### src/rtl/scan_loader.sv
// scan_loader: serial-scan initiator that shifts host bytes into a pattern buffer chain while reading back its old contents
// Ports:
//   clk, reset            system clock, synchronous active-high reset
//   start, addr           begin a transfer to buffer addr (accepted only when idle)
//   in_data/valid/ready   host byte stream to shift in, MSB first
//   out_data, out_valid   byte captured from sout, one-cycle pulse, no backpressure
//   busy, done            transfer in progress / one-cycle end-of-transfer pulse
//   sclk, sin, ssel,
//   saddr, sout           scan pins of the buffer bank
module scan_loader #(
    parameter int buffer_size  = 22,
    parameter int buffer_width = 8
) (
    input  logic                    clk,
    input  logic                    reset,
    input  logic                    start,
    input  logic [2:0]              addr,
    input  logic [buffer_width-1:0] in_data,
    input  logic                    in_valid,
    output logic                    in_ready,
    output logic [buffer_width-1:0] out_data,
    output logic                    out_valid,
    output logic                    busy,
    output logic                    done,
    output logic                    sclk,
    output logic                    sin,
    output logic                    ssel,
    output logic [2:0]              saddr,
    input  logic                    sout
);
    localparam int cw = $clog2(buffer_size + 1);
    localparam int bw = $clog2(buffer_width);

    typedef enum logic [2:0] {IDLE, SETUP, LOAD, SHIFT, DONE} state_t;

    state_t                  state, state_d;
    logic [buffer_width-1:0] shreg, cap;
    logic [bw-1:0]           bit_cnt;
    logic [cw-1:0]           byte_cnt;
    logic                    phase;
    logic                    byte_end;

    // phase 1 of the last bit closes the byte
    assign byte_end = state == SHIFT && phase && bit_cnt == bw'(buffer_width - 1);

    always_comb begin
        state_d  = state;
        busy     = state != IDLE;
        ssel     = state == SETUP || state == LOAD || state == SHIFT;
        in_ready = state == LOAD;
        sclk     = state == SHIFT && phase;
        sin      = state == SHIFT && shreg[buffer_width-1];
        done     = state == DONE;
        case (state)
            IDLE:    state_d = start ? SETUP : IDLE;
            SETUP:   state_d = LOAD;
            LOAD:    state_d = in_valid ? SHIFT : LOAD;
            SHIFT:   state_d = !byte_end ? SHIFT : byte_cnt == cw'(buffer_size - 1) ? DONE : LOAD;
            default: state_d = IDLE;
        endcase
    end

    always_ff @(posedge clk) begin
        if (reset) begin
            state     <= IDLE;
            saddr     <= '0;
            out_data  <= '0;
            out_valid <= 1'b0;
            shreg     <= '0;
            cap       <= '0;
            bit_cnt   <= '0;
            byte_cnt  <= '0;
            phase     <= 1'b0;
        end else begin
            state     <= state_d;
            out_valid <= byte_end;
            if (state == IDLE && start) begin
                saddr    <= addr;
                byte_cnt <= '0;
            end
            if (state == LOAD && in_valid) begin
                shreg   <= in_data;
                bit_cnt <= '0;
                phase   <= 1'b0;
            end
            if (state == SHIFT) begin
                phase <= ~phase;
                // sout is sampled as phase 0 ends, just before the chain advances on the sclk rise
                if (!phase)
                    cap <= {cap[buffer_width-2:0], sout};
                else begin
                    shreg   <= {shreg[buffer_width-2:0], 1'b0};
                    bit_cnt <= bit_cnt + 1'b1;
                end
            end
            if (byte_end) begin
                out_data <= cap;
                byte_cnt <= byte_cnt + 1'b1;
            end
        end
    end
endmodule

### config.mk
export PLATFORM = sky130hd
export DESIGN_NAME = scan_loader
export DESIGN_NICKNAME = d
export VERILOG_FILES = /design/src/rtl/scan_loader.sv
export SDC_FILE = /design/constraint.sdc
export NUM_CORES = 1
export LEC_CHECK = 0
export CAP_MARGIN = 30
export CORE_AREA = 2 2 62 64
export CTS_CLUSTER_SIZE = 24
export DETAILED_ROUTE_END_ITERATION = 12
export DIE_AREA = 0 0 64 66
export GPL_ROUTABILITY_DRIVEN = 1
export PLACE_DENSITY = 0.81
export SLEW_MARGIN = 15
export SYNTH_ARGS = -nofsm -noshare
export SYNTH_HDL_FRONTEND = slang
export SYNTH_SLANG_ARGS = --single-unit
### constraint.sdc
create_clock -name clk -period 1.97 [get_ports clk]
set_input_delay 0.394 -clock clk [delete_from_list [all_inputs] [get_ports clk]]
set_output_delay 0.394 -clock clk [all_outputs]
set_load 0.005 [all_outputs]
After elaboration in Yosys (flattened, before gate mapping)
Index checks and enable logic that the tools add are counted.
{ "totals": {"register_bits": 40} }
{ "op_classes": {"n_reduce_logical": 12, "n_eq_ne": 6, "mux": 15, "add_sub_neg": 2, "bitwise": 1} }
{ "ops": {"columns": ["operator", "count"], "rows": [
  ["8-bit 2-to-1 mux", 3],
  ["3-bit 2-to-1 mux", 5],
  ["3-bit case mux with 4 select lines", 1],
  ["5-bit 2-to-1 mux", 2],
  ["3-bit by 2-bit equality test with 1-bit output, second input constant", 2],
  ["3-bit equality test, second input constant", 2],
  ["5-bit by 1-bit adder with 5-bit output, second input constant", 1],
  ["5-bit equality test, second input constant", 1],
  ["1-bit logical AND", 5],
  ["1-bit 2-to-1 mux", 4],
  ["2-bit nonzero test", 2],
  ["3-bit by 1-bit adder with 3-bit output, second input constant", 1],
  ["3-bit by 1-bit equality test with 1-bit output, second input constant", 1],
  ["3-bit zero test", 1],
  ["3-bit nonzero test", 1],
  ["1-bit logical OR", 2],
  ["2-bit AND reduction", 1],
  ["1-bit NOT", 1]
]} }

Depth between registers and ports, before layout
{ "logic_depth": {"depth_word": 5, "mapped_depth": 6, "ltp_nobuf": 5} }

Worst setup path before layout
OpenSTA, ideal clock, no wires.
{ "synth_timing": {"kind": "reg-to-reg", "startpoint": "register bit_cnt[0]", "endpoint": "register byte_cnt[4]", "t_arrival_ns": 1.415, "setup_time_ns": 0.074, "path_stages_with_launch": 6, "slack_ns": 0.481, "n_path_buf": 0, "required_ns": 1.896, "synth_period_minus_slack_ns": 1.489, "cell_sequence": "dfxtp_1 ha_1 ha_1 inv_1 or4_1 a31oi_1"} }
{ "synth_via": {"elab_chain_len": 3, "word_cells_on_any_way": 4} }
{ "synth_rtl": {"columns": ["item", "line_no", "text"], "rows": [
  ["start, declared", "38", "logic [bw-1:0] bit_cnt;"],
  ["start signal, assigned", "93", "bit_cnt <= bit_cnt + 1'b1;"],
  ["3-bit equality test *", "44", "assign byte_end = state == SHIFT && phase && bit_cnt == bw'(buffer_width - 1);"],
  ["1-bit logical AND *", "44", null],
  ["5-bit 2-to-1 mux / 2-bit nonzero test (equally long branches)", null, null],
  ["end signal, assigned", "98", "byte_cnt <= byte_cnt + 1'b1;"],
  ["end, declared", "39", "logic [cw-1:0] byte_cnt;"]
]} }
Mark *: on every way between the ends. The rest lies on a longest branch, timed or not.
A chain may end at the register's enable or synchronous reset.

Worst setup path after layout
{ "layout_timing": {"startpoint": "register state[1]", "endpoint": "output port busy"} }
{ "layout_via": {"elab_chain_len": 1} }
{ "layout_rtl": {"columns": ["item", "line_no", "text"], "rows": [
  ["start, declared", "36", "state_t state, state_d;"],
  ["start signal, assigned", "75", "state <= state_d;"],
  ["3-bit nonzero test", "48", "busy = state != IDLE;"],
  ["end, declared", "23", "output logic busy,"]
]} }
No other way between the ends.

==> reports/metrics.cfg <==
[status]
outcome = complete, no violations

[power]
comb_power_share = 0.103
netSwitchingFraction = 0.236
clockPowerShare = 0.359
ir_worst_vdd_mv = 0.365
power.internal_mw = 1.19
power_density_nw_per_um2 = 693
switchingPower_mw = 0.367
p_leak_nw = 0.873
power_frac_seq = 0.538

[hold_path]
hold_path_class = reg -> reg
min_to = saddr[0]$_SDFFE_PP0P_
min_path_cells = 2
min_from = saddr[0]$_SDFFE_PP0P_

[sta]
max_freq_ghz = 0.537
slew_headroom = 0.681
fin_crit_sh = 0.945
worst_pin_slew_ns = 0.471
drv_slew = 0
hold_viol_final = 0
fin_tns_setup_ns = 0
final.setup_skew_ns = 0.0124
setup_viol = 0
rsz0062_at_grt = no
period_minus_slack_ns = 1.86

[yosys]
syn_avg_cell_area_um2 = 8.85
postSynthCellCount = 198
syn_nets = 218
yosysWarnings = 0
ys.flop_type = dfxtp_1
ys_types = 41
ys_ff_latch = 40
syn_area_um2 = 1750
synth_edf_count = 0
seq_area_frac_synth = 0.457
synth-async-reset-ratio = 0

[worst_setup_path]
r2r-end = byte_cnt[2]$_SDFFE_PP0P_
required_ns = 1.58
arrival_ns = 1.47
rr_startpoint = state[1]$_SDFF_PP0_
rr_worst_depth = 5
critPathLaunchType = flop
r2r_setup_slack_ns = 0.37
endpoint_kind = primary output
crit_type = reg -> out
cp_max_fo = 5

[clock_tree]
ctsLongestPathBuffers = 2
holdBufCountCts = 0
cts_buffers = 5
clock_latency_ns = 0.36
cts.clk_slew.worst_paths_ns = 0.12
htree_levels = 2
cts_root_buf = clkbuf_4
cts_sinks = 40
cts_tree = built

[routing]
drt-wirelength-per-cell_um = 13.0
antenna_left = 0
vias = 1524
drt_iter0_markers = 56
route.detailed.drc = 0
first_pass_iters = 4
wl_mm = 3.64
vias_per_cell = 5.42

[global_route]
first_global_vias = 1359
overflow = 0
use_met2 = 0.303
grt_first_pass_wirelength_mm = 6.18
antenna_found_initial = 0
gr-usage-met3 = 0.0307
grt_start_max_net_pins = 32
grt_usage = 0.185
gr-usage-met1 = 0.237
grt_busiest_layer = met2

[layout]
diodes = 0
fin_nets = 252
fin_cells = 281
final_common_cell = dfxtp_1
layout_common_cells = dfxtp_1 (37), clkdlybuf4s50_1 (28), nand2_1 (26), a21oi_1 (24), nor2_1 (12)
syn_to_final_growth_pct = 28.1
drive_above_1_share = 0.124

[placement]
numPortBuffers = 33
gp_congestion = 0.735
placed_cells = 272
dp_hpwl_mm = 2.45

[die]
die_height_um = 66
rows = 22
start_util = 0.493
die_width_um = 64
coreArea_um2 = 3550
dieArea_um2 = 4220
io-pin-count = 34

[run]
cap_violations = 0

-- cell usage after synthesis (all sizes together), types with 3 or more instances --
library cell  instances  share of area
a211oi                7          0.030
a21oi                24          0.069
a31oi                 3          0.011
buf                  11          0.042
clkbuf                6          0.013
dfxtp                40           0.46
ha                    4          0.029
mux2i                 8          0.046
nand2                26          0.056
nand2b                4          0.014
nand3                 9          0.026
nand3b                3          0.013
nand4b                4          0.029
nor2                 13          0.028
o21ai                10          0.031
-- routing by layer --
| layer | part of all wire | up-vias |
|---|---|---|
| met4 | 0.015 | 0 |
| met3 | 0.049 | 5 |
| met5 | 0 | - |
| li1 | - | 774 |
| met1 | 0.46 | 709 |
| met2 | 0.47 | 36 |
-- timing repair --
action	4_1_cts	5_1_grt
endpoints found under the setup margin	5	4
gates resized for setup	8	6
hold endpoints to repair	0	0
cloned	0	0
setup buffers	1	0
-- logic make-up after synthesis --
family | share of synthesized area
buffers and inverters | 0.0614
flip-flops | 0.457
multiplexers | 0.0457
AO/OA/AOI/OAI | 0.167
adder cells (fa/ha/maj) | 0.0286
AND/OR/NAND/NOR | 0.240
-- per-stage QoR --
step | hold WS [ns] | area [µm²] | power (mW) | worst slack, ns | utilization
detailed placement | 0.455 | 2120 | 1.01 | 0.129 | 0.597
CTS | 0.472 | 2230 | 1.56 | 0.00260 | 0.629
finish | 0.468 | 2240 | 1.56 | 0.109 | 0.632
global route | 0.504 | 2240 | 1.62 | 0.0457 | 0.632
floorplan | 0.437 | 1750 | 0.939 | 0.481 | -
global placement | 0.441 | 2120 | 1.01 | 0.153 | 0.597
-- sequential cells by signal, summed over array words and instances (netlist names) --
register,cells
shreg,8
out_valid,1
byte_cnt,5
state,3
saddr,3
cap,8
bit_cnt,3
phase,1
out_data,8
-- power groups by stage --
stage	Sequential (mW)	Combinational [mW]	Clock, mW
6_report	0.837	0.161	0.558
3_3_place_gp	0.855	0.153	0
2_1_floorplan	0.850	0.0883	0
5_1_grt	0.840	0.176	0.607
3_5_place_dp	0.855	0.155	0
4_1_cts	0.836	0.163	0.562
-- how the worst max path moves through the flow --
stage	slack (ns)	depth (start not counted)	start	end
after detailed placement	0.13	4	start	byte_cnt[2]$_SDFFE_PP0P_
after global routing	0.05	3	state[1]$_SDFF_PP0_	busy
after CTS	0.003	4	state[1]$_SDFF_PP0_	sclk
final	0.11	3	state[1]$_SDFF_PP0_	busy
after global placement	0.15	4	start	byte_cnt[3]$_SDFFE_PP0P_
after floorplan	0.48	5	bit_cnt[0]$_SDFF_PP0_	byte_cnt[4]$_SDFFE_PP0P_
-- cell type report --
type	instances	area [µm²]
Sequential cell	40	807
Multi-Input combinational cell	138	856
Tap cell	48	60.1
Fill cell	291	1310
Clock buffer	5	37.5
Timing Repair Buffer	44	425
Clock inverter	3	46.3
Inverter	3	11.3
-- worst max-delay path, cell delays in order (launching register included) --
cell and delay (ns):
dfxtp_4 0.38, buf_4 0.14, or3_1 0.33, dlygate4sd2_1 0.26
(Power assumes the default switching activity.)
